**src/rtl/weight_fetch_sequencer_if.sv**
```systemverilog
// Weight fetch channel: layer-controller request, ROM port,
// and the valid/ready word stream to the PE-array loader.
interface weight_fetch_sequencer_if #(
    parameter int DATA_SIZE = 8,
    parameter int ADDR_W    = 20,
    parameter int LEN_W     = 16
);
    logic                 start;
    logic [ADDR_W-1:0]    base_addr;
    logic [LEN_W-1:0]     length;
    logic                 busy;
    logic                 done;
    logic [ADDR_W-1:0]    rom_addr;
    logic [DATA_SIZE-1:0] rom_data;
    logic [DATA_SIZE-1:0] w_data;
    logic                 w_valid;
    logic                 w_ready;

    modport master (
        input  start, base_addr, length, rom_data, w_ready,
        output busy, done, rom_addr, w_data, w_valid
    );

    modport slave (
        output start, base_addr, length, rom_data, w_ready,
        input  busy, done, rom_addr, w_data, w_valid
    );
endinterface

```
**src/rtl/weight_fetch_sequencer.sv**
```systemverilog
// Streams a weight tile out of block ROM through a credit-limited
// skid FIFO that absorbs the fixed ROM read latency.
module weight_fetch_sequencer #(
    parameter int DATA_SIZE   = 8,
    parameter int ADDR_W      = 20,
    parameter int LEN_W       = 16,
    parameter int ROM_LATENCY = 1,
    parameter int FIFO_DEPTH  = 4
) (
    input logic clk,
    input logic reset,
    weight_fetch_sequencer_if.master bus
);
    localparam int CW = $clog2(FIFO_DEPTH + 1);
    localparam int PW = (FIFO_DEPTH > 1) ? $clog2(FIFO_DEPTH) : 1;

    typedef enum logic [1:0] {
        IDLE = 2'd0,
        RUN  = 2'd1,
        DONE = 2'd2
    } state_t;

    state_t state;
    state_t state_nx;

    logic [ADDR_W-1:0]      rom_addr_q;
    logic [LEN_W-1:0]       length_q;
    logic [LEN_W-1:0]       issued;
    logic [LEN_W-1:0]       popped;
    logic [CW-1:0]          credits;
    logic [CW-1:0]          count;
    logic [PW-1:0]          wr_ptr;
    logic [PW-1:0]          rd_ptr;
    logic [ROM_LATENCY-1:0] inflight;
    logic [DATA_SIZE-1:0]   mem [FIFO_DEPTH];

    logic accept;
    logic issue;
    logic pop;
    logic push;
    logic last_pop;
    logic fifo_nonempty;

    function automatic logic [PW-1:0] ptr_inc(input logic [PW-1:0] p);
        return (p == PW'(FIFO_DEPTH - 1)) ? '0 : p + 1'b1;
    endfunction

    assign fifo_nonempty = count != '0;
    assign accept   = (state == IDLE) && bus.start;
    assign issue    = (state == RUN) && (issued != length_q)
                      && (credits < CW'(FIFO_DEPTH));
    assign pop      = fifo_nonempty && bus.w_ready;
    assign push     = inflight[ROM_LATENCY-1];
    assign last_pop = (popped + LEN_W'(pop)) == length_q;

    always_ff @(posedge clk or posedge reset) begin
        if (reset) begin
            state <= IDLE;
        end else begin
            state <= state_nx;
        end
    end

    // Leave RUN on the cycle of the final pop so done lands right after it
    always_comb begin
        state_nx = state;
        unique case (state)
            IDLE:    if (bus.start) state_nx = RUN;
            RUN:     if (last_pop) state_nx = DONE;
            DONE:    state_nx = IDLE;
            default: state_nx = IDLE;
        endcase
    end

    always_comb begin
        bus.busy     = state == RUN;
        bus.done     = state == DONE;
        bus.rom_addr = rom_addr_q;
        bus.w_valid  = fifo_nonempty;
        bus.w_data   = fifo_nonempty ? mem[rd_ptr] : '0;
    end

    always_ff @(posedge clk or posedge reset) begin
        if (reset) begin
            length_q   <= '0;
            issued     <= '0;
            popped     <= '0;
            rom_addr_q <= '0;
        end else if (accept) begin
            length_q   <= bus.length;
            issued     <= '0;
            popped     <= '0;
            rom_addr_q <= bus.base_addr;
        end else begin
            if (issue) begin
                issued     <= issued + 1'b1;
                rom_addr_q <= rom_addr_q + 1'b1;
            end
            if (pop) popped <= popped + 1'b1;
        end
    end

    // Credits cover FIFO occupancy plus reads still inside the ROM
    always_ff @(posedge clk or posedge reset) begin
        if (reset) begin
            credits  <= '0;
            inflight <= '0;
        end else begin
            inflight <= ROM_LATENCY'({inflight, issue});
            if (issue && !pop) begin
                credits <= credits + 1'b1;
            end else if (!issue && pop) begin
                credits <= credits - 1'b1;
            end
        end
    end

    always_ff @(posedge clk or posedge reset) begin
        if (reset) begin
            wr_ptr <= '0;
            rd_ptr <= '0;
            count  <= '0;
        end else begin
            if (push) wr_ptr <= ptr_inc(wr_ptr);
            if (pop) rd_ptr <= ptr_inc(rd_ptr);
            unique case ({push, pop})
                2'b10:   count <= count + 1'b1;
                2'b01:   count <= count - 1'b1;
                default: count <= count;
            endcase
        end
    end

    always_ff @(posedge clk) begin
        if (push) mem[wr_ptr] <= bus.rom_data;
    end

    a_no_overflow: assert property (@(posedge clk) disable iff (reset)
        !(push && !pop && count == CW'(FIFO_DEPTH)));

    a_no_underflow: assert property (@(posedge clk) disable iff (reset)
        !(pop && count == '0));

    a_credit_bound: assert property (@(posedge clk) disable iff (reset)
        credits <= CW'(FIFO_DEPTH));
endmodule
```
**src/flat_wrapper.sv**
```systemverilog
// flat-port wrapper written by rule: the top's interface ports become plain ports
module weight_fetch_sequencer_flat 
#(
    parameter int DATA_SIZE   = 8,
    parameter int ADDR_W      = 20,
    parameter int LEN_W       = 16,
    parameter int ROM_LATENCY = 1,
    parameter int FIFO_DEPTH  = 4
)
  (clk, reset, bus_start, bus_base_addr, bus_length, bus_rom_data, bus_w_ready, bus_busy, bus_done, bus_rom_addr, bus_w_data, bus_w_valid);
  weight_fetch_sequencer_if #(.DATA_SIZE(DATA_SIZE), .ADDR_W(ADDR_W), .LEN_W(LEN_W)) bus_i ();
  input logic clk;
  input logic reset;
  input wire logic [$bits(bus_i.start)-1:0] bus_start;
  input wire logic [$bits(bus_i.base_addr)-1:0] bus_base_addr;
  input wire logic [$bits(bus_i.length)-1:0] bus_length;
  input wire logic [$bits(bus_i.rom_data)-1:0] bus_rom_data;
  input wire logic [$bits(bus_i.w_ready)-1:0] bus_w_ready;
  output wire logic [$bits(bus_i.busy)-1:0] bus_busy;
  output wire logic [$bits(bus_i.done)-1:0] bus_done;
  output wire logic [$bits(bus_i.rom_addr)-1:0] bus_rom_addr;
  output wire logic [$bits(bus_i.w_data)-1:0] bus_w_data;
  output wire logic [$bits(bus_i.w_valid)-1:0] bus_w_valid;
  assign bus_i.start = bus_start;
  assign bus_i.base_addr = bus_base_addr;
  assign bus_i.length = bus_length;
  assign bus_i.rom_data = bus_rom_data;
  assign bus_i.w_ready = bus_w_ready;
  assign bus_busy = bus_i.busy;
  assign bus_done = bus_i.done;
  assign bus_rom_addr = bus_i.rom_addr;
  assign bus_w_data = bus_i.w_data;
  assign bus_w_valid = bus_i.w_valid;
  weight_fetch_sequencer #(.DATA_SIZE(DATA_SIZE), .ADDR_W(ADDR_W), .LEN_W(LEN_W), .ROM_LATENCY(ROM_LATENCY), .FIFO_DEPTH(FIFO_DEPTH)) u_core (.clk(clk), .reset(reset), .bus(bus_i));
endmodule
```
**config.mk**
```make
export PLATFORM = sky130hd
export DESIGN_NAME = weight_fetch_sequencer_flat
export DESIGN_NICKNAME = d
export VERILOG_FILES = /design/src/rtl/weight_fetch_sequencer_if.sv /design/src/rtl/weight_fetch_sequencer.sv /design/src/flat_wrapper.sv
export SDC_FILE = /design/constraint.sdc
export NUM_CORES = 1
export LEC_CHECK = 0
export CORE_UTILIZATION = 56
export DETAILED_ROUTE_END_ITERATION = 8
export PLACE_DENSITY = 0.92
export SYNTH_ARGS = -nofsm -noshare
export SYNTH_HDL_FRONTEND = slang
export SYNTH_SLANG_ARGS = --single-unit
```
**constraint.sdc**
```tcl
create_clock -name clk -period 3.45 [get_ports clk]
set_input_delay 0.5175 -clock clk [delete_from_list [all_inputs] [get_ports clk]]
set_output_delay 0.5175 -clock clk [all_outputs]
set_load 0.02 [all_outputs]
```
==> results of run 1 <==
[area by class of cell]
cell class,count,area share (%)
Inverter,16,0.800
Clock inverter,13,1.83
Timing Repair Buffer,85,11.3
Sequential cell,113,39.8
Multi-Input combinational cell,428,38.3
Clock buffer,19,5.75
Tap cell,136,2.27
[worst max-delay path by stage]
stage	slack, ns	to	from
CTS	0.35	bus_w_data[2]	u_core.rd_ptr[0]
detailed placement	0.24	u_core.state[0]	bus_w_ready
global route	0.29	bus_w_data[7]	u_core.rd_ptr[0]
finish	0.42	bus_w_data[2]	u_core.rd_ptr[0]
global placement	0.34	u_core.state[0]	bus_w_ready
floorplan	0.78	u_core.state[0]	u_core.count[0]
[power by group through the flow]
stage,clock (mW),combinational (mW),sequential (mW)
floorplan,0,1.72,2.27
global placement,0,2.37,2.37
detailed placement,0,2.48,2.41
CTS,1.70,2.51,2.39
global route,1.77,2.75,2.47
finish,1.68,2.50,2.40
[through the flow]
stage	hold slack, ns	instance area [um^2]	setup slack (ns)
after CTS	0.389	7510	0.349
after detailed placement	0.453	6940	0.238
final	0.380	7510	0.416
after global placement	0.450	6940	0.337
after floorplan	0.433	6070	0.780
after global routing	0.415	7510	0.290
[cell families after synthesis]
| family | share of synthesized area, % |
|---|---|
| buffers and inverters | 3.59 |
| multiplexers | 4.00 |
| AO/OA/AOI/OAI | 6.41 |
| flip-flops | 49.2 |
| XOR/XNOR | 10.1 |
| AND/OR/NAND/NOR | 23.6 |
| adder cells (fa/ha/maj) | 3.13 |
[per-layer routing]
layer  vias up  GRT usage (%)  part of all wire, %  wire, um
met5         -              0                    0         0
met4         0           10.4                  1.7       239
met3        24           7.73                  6.4       905
met2       194           43.3                   50      7010
met1      2277           35.1                   42      6000
li1       2224              -                    -         -
[critical path, cell delays in order (launching register included)]
cell             delay [ns]
dfrtp_1                0.71
mux4_2                 0.59
nor2b_1                0.16
clkdlybuf4s50_1        0.54
[state kept, by name (all words and copies together), names as in the netlist]
signal / cells
u_core.state: 2
u_core.inflight: 1
u_core.count: 3
u_core.wr_ptr: 2
u_core.credits: 3
u_core.popped: 16
u_core.mem: 32
u_core.issued: 16
u_core.length_q: 16
u_core.rd_ptr: 2
u_core.bus.rom_addr: 20
[placed cells by master (no fill, tap or decap), types with 3 or more instances in the layout]
cell type and n:
clkinv_4 4, clkdlybuf4s50_1 78, dfrtp_1 81, nor3b_1 4, or4_1 7, nand3_1 23
a31oi_1 6, nand4_1 15, mux4_2 8, o21ai_0 16, nor2_1 41, and4_1 5
and2_1 10, a21oi_1 11, edfxtp_1 32, mux2i_1 4, nor3_1 9, clkbuf_16 16
ha_1 12, clkinv_1 3, buf_4 6, nor4_1 9, nor2b_1 9, a31o_2 3
and3_1 8, nand2_1 102, o31ai_1 4, xnor2_1 56, xor2_1 14, inv_1 13
nor4b_1 7, or3_1 6
==> metrics.txt, run 1 <==
Post-synth EDFFs 32; antenna violations before repair 0; TritonCTS clock tree yes; largest net degree at the start of global routing 58; grt total ovfl 0; Final setup viols 0; MaxCap Viol Count 0; Final min period 3.03 ns; Synth Warn # 0; Syn-to-layout area delta 23.7%; Worst VDD drop 515 uV; CP Class reg -> out; clk_skew 0.00962 ns; Reg2Reg Depth 10; Leak 2.97 nW; crit path max fanout 11; Antenna Cells 0; Post-Syn Area 6070 um^2; pwr/cell area 876 nW/um^2; Hold Buf Count CTS 0; Std-Cell Rows 37; HPWL Detailed 9790 um; startpoint types flip-flop; Syn Area/Cell 10.3 um^2; die width 106 um; final WL 14200 um; Finished Layout Cells 810; Setup TNS Final 0 ns; GRT Util Overall 27.1%; Placed Cells 778; syn nets 651; 1st-iter DRT viols 296; crit path DAT 2.52 ns; reg2reg start u_core.count[0]; Multi-input gate area 2880 um^2; Crit. End Element output pin; FILL cells 707; Synth cell types 61; cells after synthesis 589; initial core utilization 58.3%; top-count cell post-synth nand2_1; Seq/Total Area, Yosys 49.2%; ys flop type dfrtp_1; die height 106 um; Synth top cells by count nand2_1 (102), dfrtp_1 (81), xnor2_1 (56); core area 10400 um^2; Overall Power 6.58 mW; status finished clean; GP Congestion 0.874; vias in the first global route 4735; fraction of layout cells with a size suffix above 1 9.05%; slew margin rel. 35.1%; Crit path required time 2.93 ns; DRC 0; clock root cell clkbuf_8; #FFs+latches synth 113; CTS Buf Count 17; ANT nets after route 0; first-pass GRT wire length 23300 um; Internal Power 4.09 mW; nets 723; clock network power share 25.6%; Via density 5.83; register area 2990 um^2; Comb power frac 37.9%; DRT Pass-1 Iters 5; asr flop ratio synth 71.7%; largest area contributor in the netlist dfrtp_1; Die ar. 11300 um^2; clock transition at the registers of the reported paths 0.06 ns; worst reg2reg path endpoint u_core.state[0]; Setup Buffers After CTS 0; leading post-synthesis cells by cell area dfrtp_1 (33%), edfxtp_1 (16%), xnor2_1 (8.1%); final hold violations 0; FF-to-FF setup slack 0.60 ns; Util after Layout 72.1%; post-CTS sizing 0; worst-skew pair later-pin latency 0.52 ns; IO buf count 78; Least-Margin Pin Slew 0.973 ns; post-DR wirelength/cell 17.5 um; Max Clk Rate 330 MHz; H-tree depth 4; Sw Share 37.8%; top-area cell type share of the netlist area 33.4%; Flop pwr share 36.5%; Slew Viols, Final 0; # IOs 79; Clock Sinks 113; Vias 4719; Switch Pwr 2.48 mW; RSZ-0062 raised after global routing no; fin crit share 87.9%; Hold/Removal Path Class in -> async; CTS Buffer Depth 2
Power figures use the tool's default switching activity.
==> inputs of run 2 (changes only) <==
- GPL_TIMING_DRIVEN: default -> 1
- PLACE_DENSITY: 0.92 -> default
- PLACE_DENSITY_LB_ADDON: default -> 0.12
==> metrics.txt, run 2 (synthesis results as in run 1) <==
MaxCap Viol Count 0 (unchanged); max incr delay on CP 0.72 ns (about the same); Syn-to-layout area delta 22.8%; reg2reg start u_core.count[0]; HPWL Detailed 9400 um (-4.0%); clock network power share 23.9% (-1.7 points); Via density 5.83 (about the same); die width 106 um (unchanged); Reg2Reg Depth 10 (unchanged); CTS Buffer Depth 2 (unchanged); post-DR wirelength/cell 16.7 um (-4.6%); Slew Viols, Final 0 (unchanged); met2 Use GR 41.3% (-2.0 points); nets 723 (unchanged); Leak 2.94 nW (-0.94%); die height 106 um (unchanged); fraction of layout cells with a size suffix above 1 8.62% (-0.43 points); post-CTS sizing 0 (unchanged); met1 usage 34.3% (-0.75 points); RSZ-0062 raised after global routing no; worst reg2reg path endpoint u_core.state[0]; vias in the first global route 4634 (-2.1%); clock root cell clkbuf_8; Hold Buf Count CTS 0 (unchanged); largest net degree at the start of global routing 58 (unchanged); TritonCTS clock tree yes; most common cell after layout, fill and taps aside nand2_1; GRT Util Overall 25.9% (-1.3 points); register area 2990 um^2 (unchanged); Final min period 3.02 ns (-0.0103 ns); Sw Share 37.7% (about the same); 1st-iter DRT viols 229 (-23%); startpoint types flip-flop; CTS Buf Count 17 (unchanged); Hold/Removal Path Class in -> async; Buf/Inv on CP 1 (unchanged); core area 10400 um^2 (unchanged); Internal Power 3.98 mW (-2.7%); worst-skew pair later-pin latency 0.52 ns (about the same); H-tree depth 4 (unchanged); Least-Margin Pin Slew 1.04 ns (+0.0683 ns); FF-to-FF setup slack 0.64 ns (+0.04 ns); Vias 4714 (-0.11%); gr busiest metal met2; Clock Sinks 113 (unchanged); FILL cells 784 (+11%); Placed Cells 778 (unchanged); GP Congestion 0.851 (-2.6%); met3 Track Usage GR 6.25% (-1.5 points); max reg flops 32 (unchanged); Multi-input gate area 2880 um^2 (unchanged); fin crit share 87.6% (-0.30 points); # IOs 79 (unchanged); clk_skew 0.00906 ns (-0.000558 ns); final WL 13500 um (-4.7%); commonest cells after routing, fill and taps aside nand2_1 (102), dfrtp_1 (81), clkdlybuf4s50_1 (78); grt total ovfl 0 (unchanged); Die ar. 11300 um^2 (unchanged); Crit path required time 2.93 ns (about the same); Flop pwr share 37.4% (+0.9 points); Antenna Cells 0 (unchanged); crit path cell chain mux4_2, nor2b_1, clkdlybuf4s50_1; Std-Cell Rows 37 (unchanged); initial core utilization 58.3% (unchanged); CP max-delay cell dfrtp_1; Comb power frac 38.8% (+0.9 points); Biggest register u_core.mem; delay-heaviest family, CP flip-flops; IO buf count 78 (unchanged); Max Clk Rate 331 MHz (+0.34%); CP Class reg -> out; pwr/cell area 858 nW/um^2 (-2.1%); Finished Layout Cells 809 (-0.12%); crit path max fanout 11 (unchanged); Switch Pwr 2.41 mW (-2.9%); ANT nets after route 0 (unchanged); clock transition at the registers of the reported paths 0.06 ns (about the same); status finished clean; crit path DAT 2.51 ns (about the same); first-pass GRT wire length 22300 um (-4.4%); Crit. End Element output pin; Worst VDD drop 557 uV (+8.2%); final hold violations 0 (unchanged); DRT Pass-1 Iters 4 (-1); slew margin rel. 30.6% (-4.6 points); DRC 0 (unchanged); Setup Buffers After CTS 0 (unchanged); antenna violations before repair 0 (unchanged); Setup TNS Final 0 ns (unchanged); Final setup viols 0 (unchanged)
-- run 2: cell count changes in the layout (fill, tap and decap cells not counted), sizes merged --
cell	before	now
inv	17	14
clkinv	9	12
bufinv	2	1
clkinvlp	1	2
clkbuf	19	18
-- run 2: layout make-up --
cell class	instances	area share (%)
Clock buffer	18	5.60
Clock inverter	13	1.31
Inverter	16	0.822
Multi-Input combinational cell	428	38.6
Sequential cell	113	40.1
Tap cell	136	2.28
Timing Repair Buffer	85	11.3
-- run 2: power by group through the flow --
stage	logic (mW)	registers, mW	clock network (mW)
2_1_floorplan	1.72	2.27	0
3_3_place_gp	2.39	2.37	0
3_5_place_dp	2.48	2.39	0
4_1_cts	2.50	2.38	1.55
5_1_grt	2.72	2.46	1.61
6_report	2.48	2.39	1.53
-- run 2: through the flow --
step / hold slack (ns) / utilization, % / power (mW) / cell area (um^2) / worst slack [ns]
floorplan: 0.433 / - / 3.99 / 6070 / 0.780
detailed placement: 0.454 / 66.6 / 4.88 / 6940 / 0.188
global route: 0.421 / 71.6 / 6.80 / 7460 / 0.274
finish: 0.373 / 71.6 / 6.40 / 7460 / 0.427
global placement: 0.449 / 66.6 / 4.76 / 6940 / 0.330
CTS: 0.376 / 71.6 / 6.44 / 7460 / 0.383
-- run 2: per-layer routing --
metal | share of wire (%) | vias up | wire [um]
li1 | - | 2217 | -
met1 | 45 | 2334 | 6080
met2 | 48 | 150 | 6530
met3 | 5.4 | 13 | 724
met4 | 1.1 | 0 | 148
met5 | 0 | - | 0
-- run 2: how the worst max path moves through the flow --
stage / start / end / slack [ns] / depth (start not counted)
final: u_core.rd_ptr[0] / bus_w_data[0] / 0.43 / 3
after global routing: u_core.rd_ptr[0] / bus_w_data[0] / 0.27 / 3
after CTS: u_core.rd_ptr[0] / bus_w_data[0] / 0.38 / 3
after detailed placement: bus_w_ready / u_core.state[0] / 0.19 / 11
after global placement: bus_w_ready / u_core.state[0] / 0.33 / 11
after floorplan: u_core.count[0] / u_core.state[0] / 0.78 / 10
==> inputs of run 3 (changes only) <==
- CTS_CLUSTER_DIAMETER: default -> 150
==> results of run 3 <==
Same layout as run 2: the final DEF is identical, and so are final timing and power.
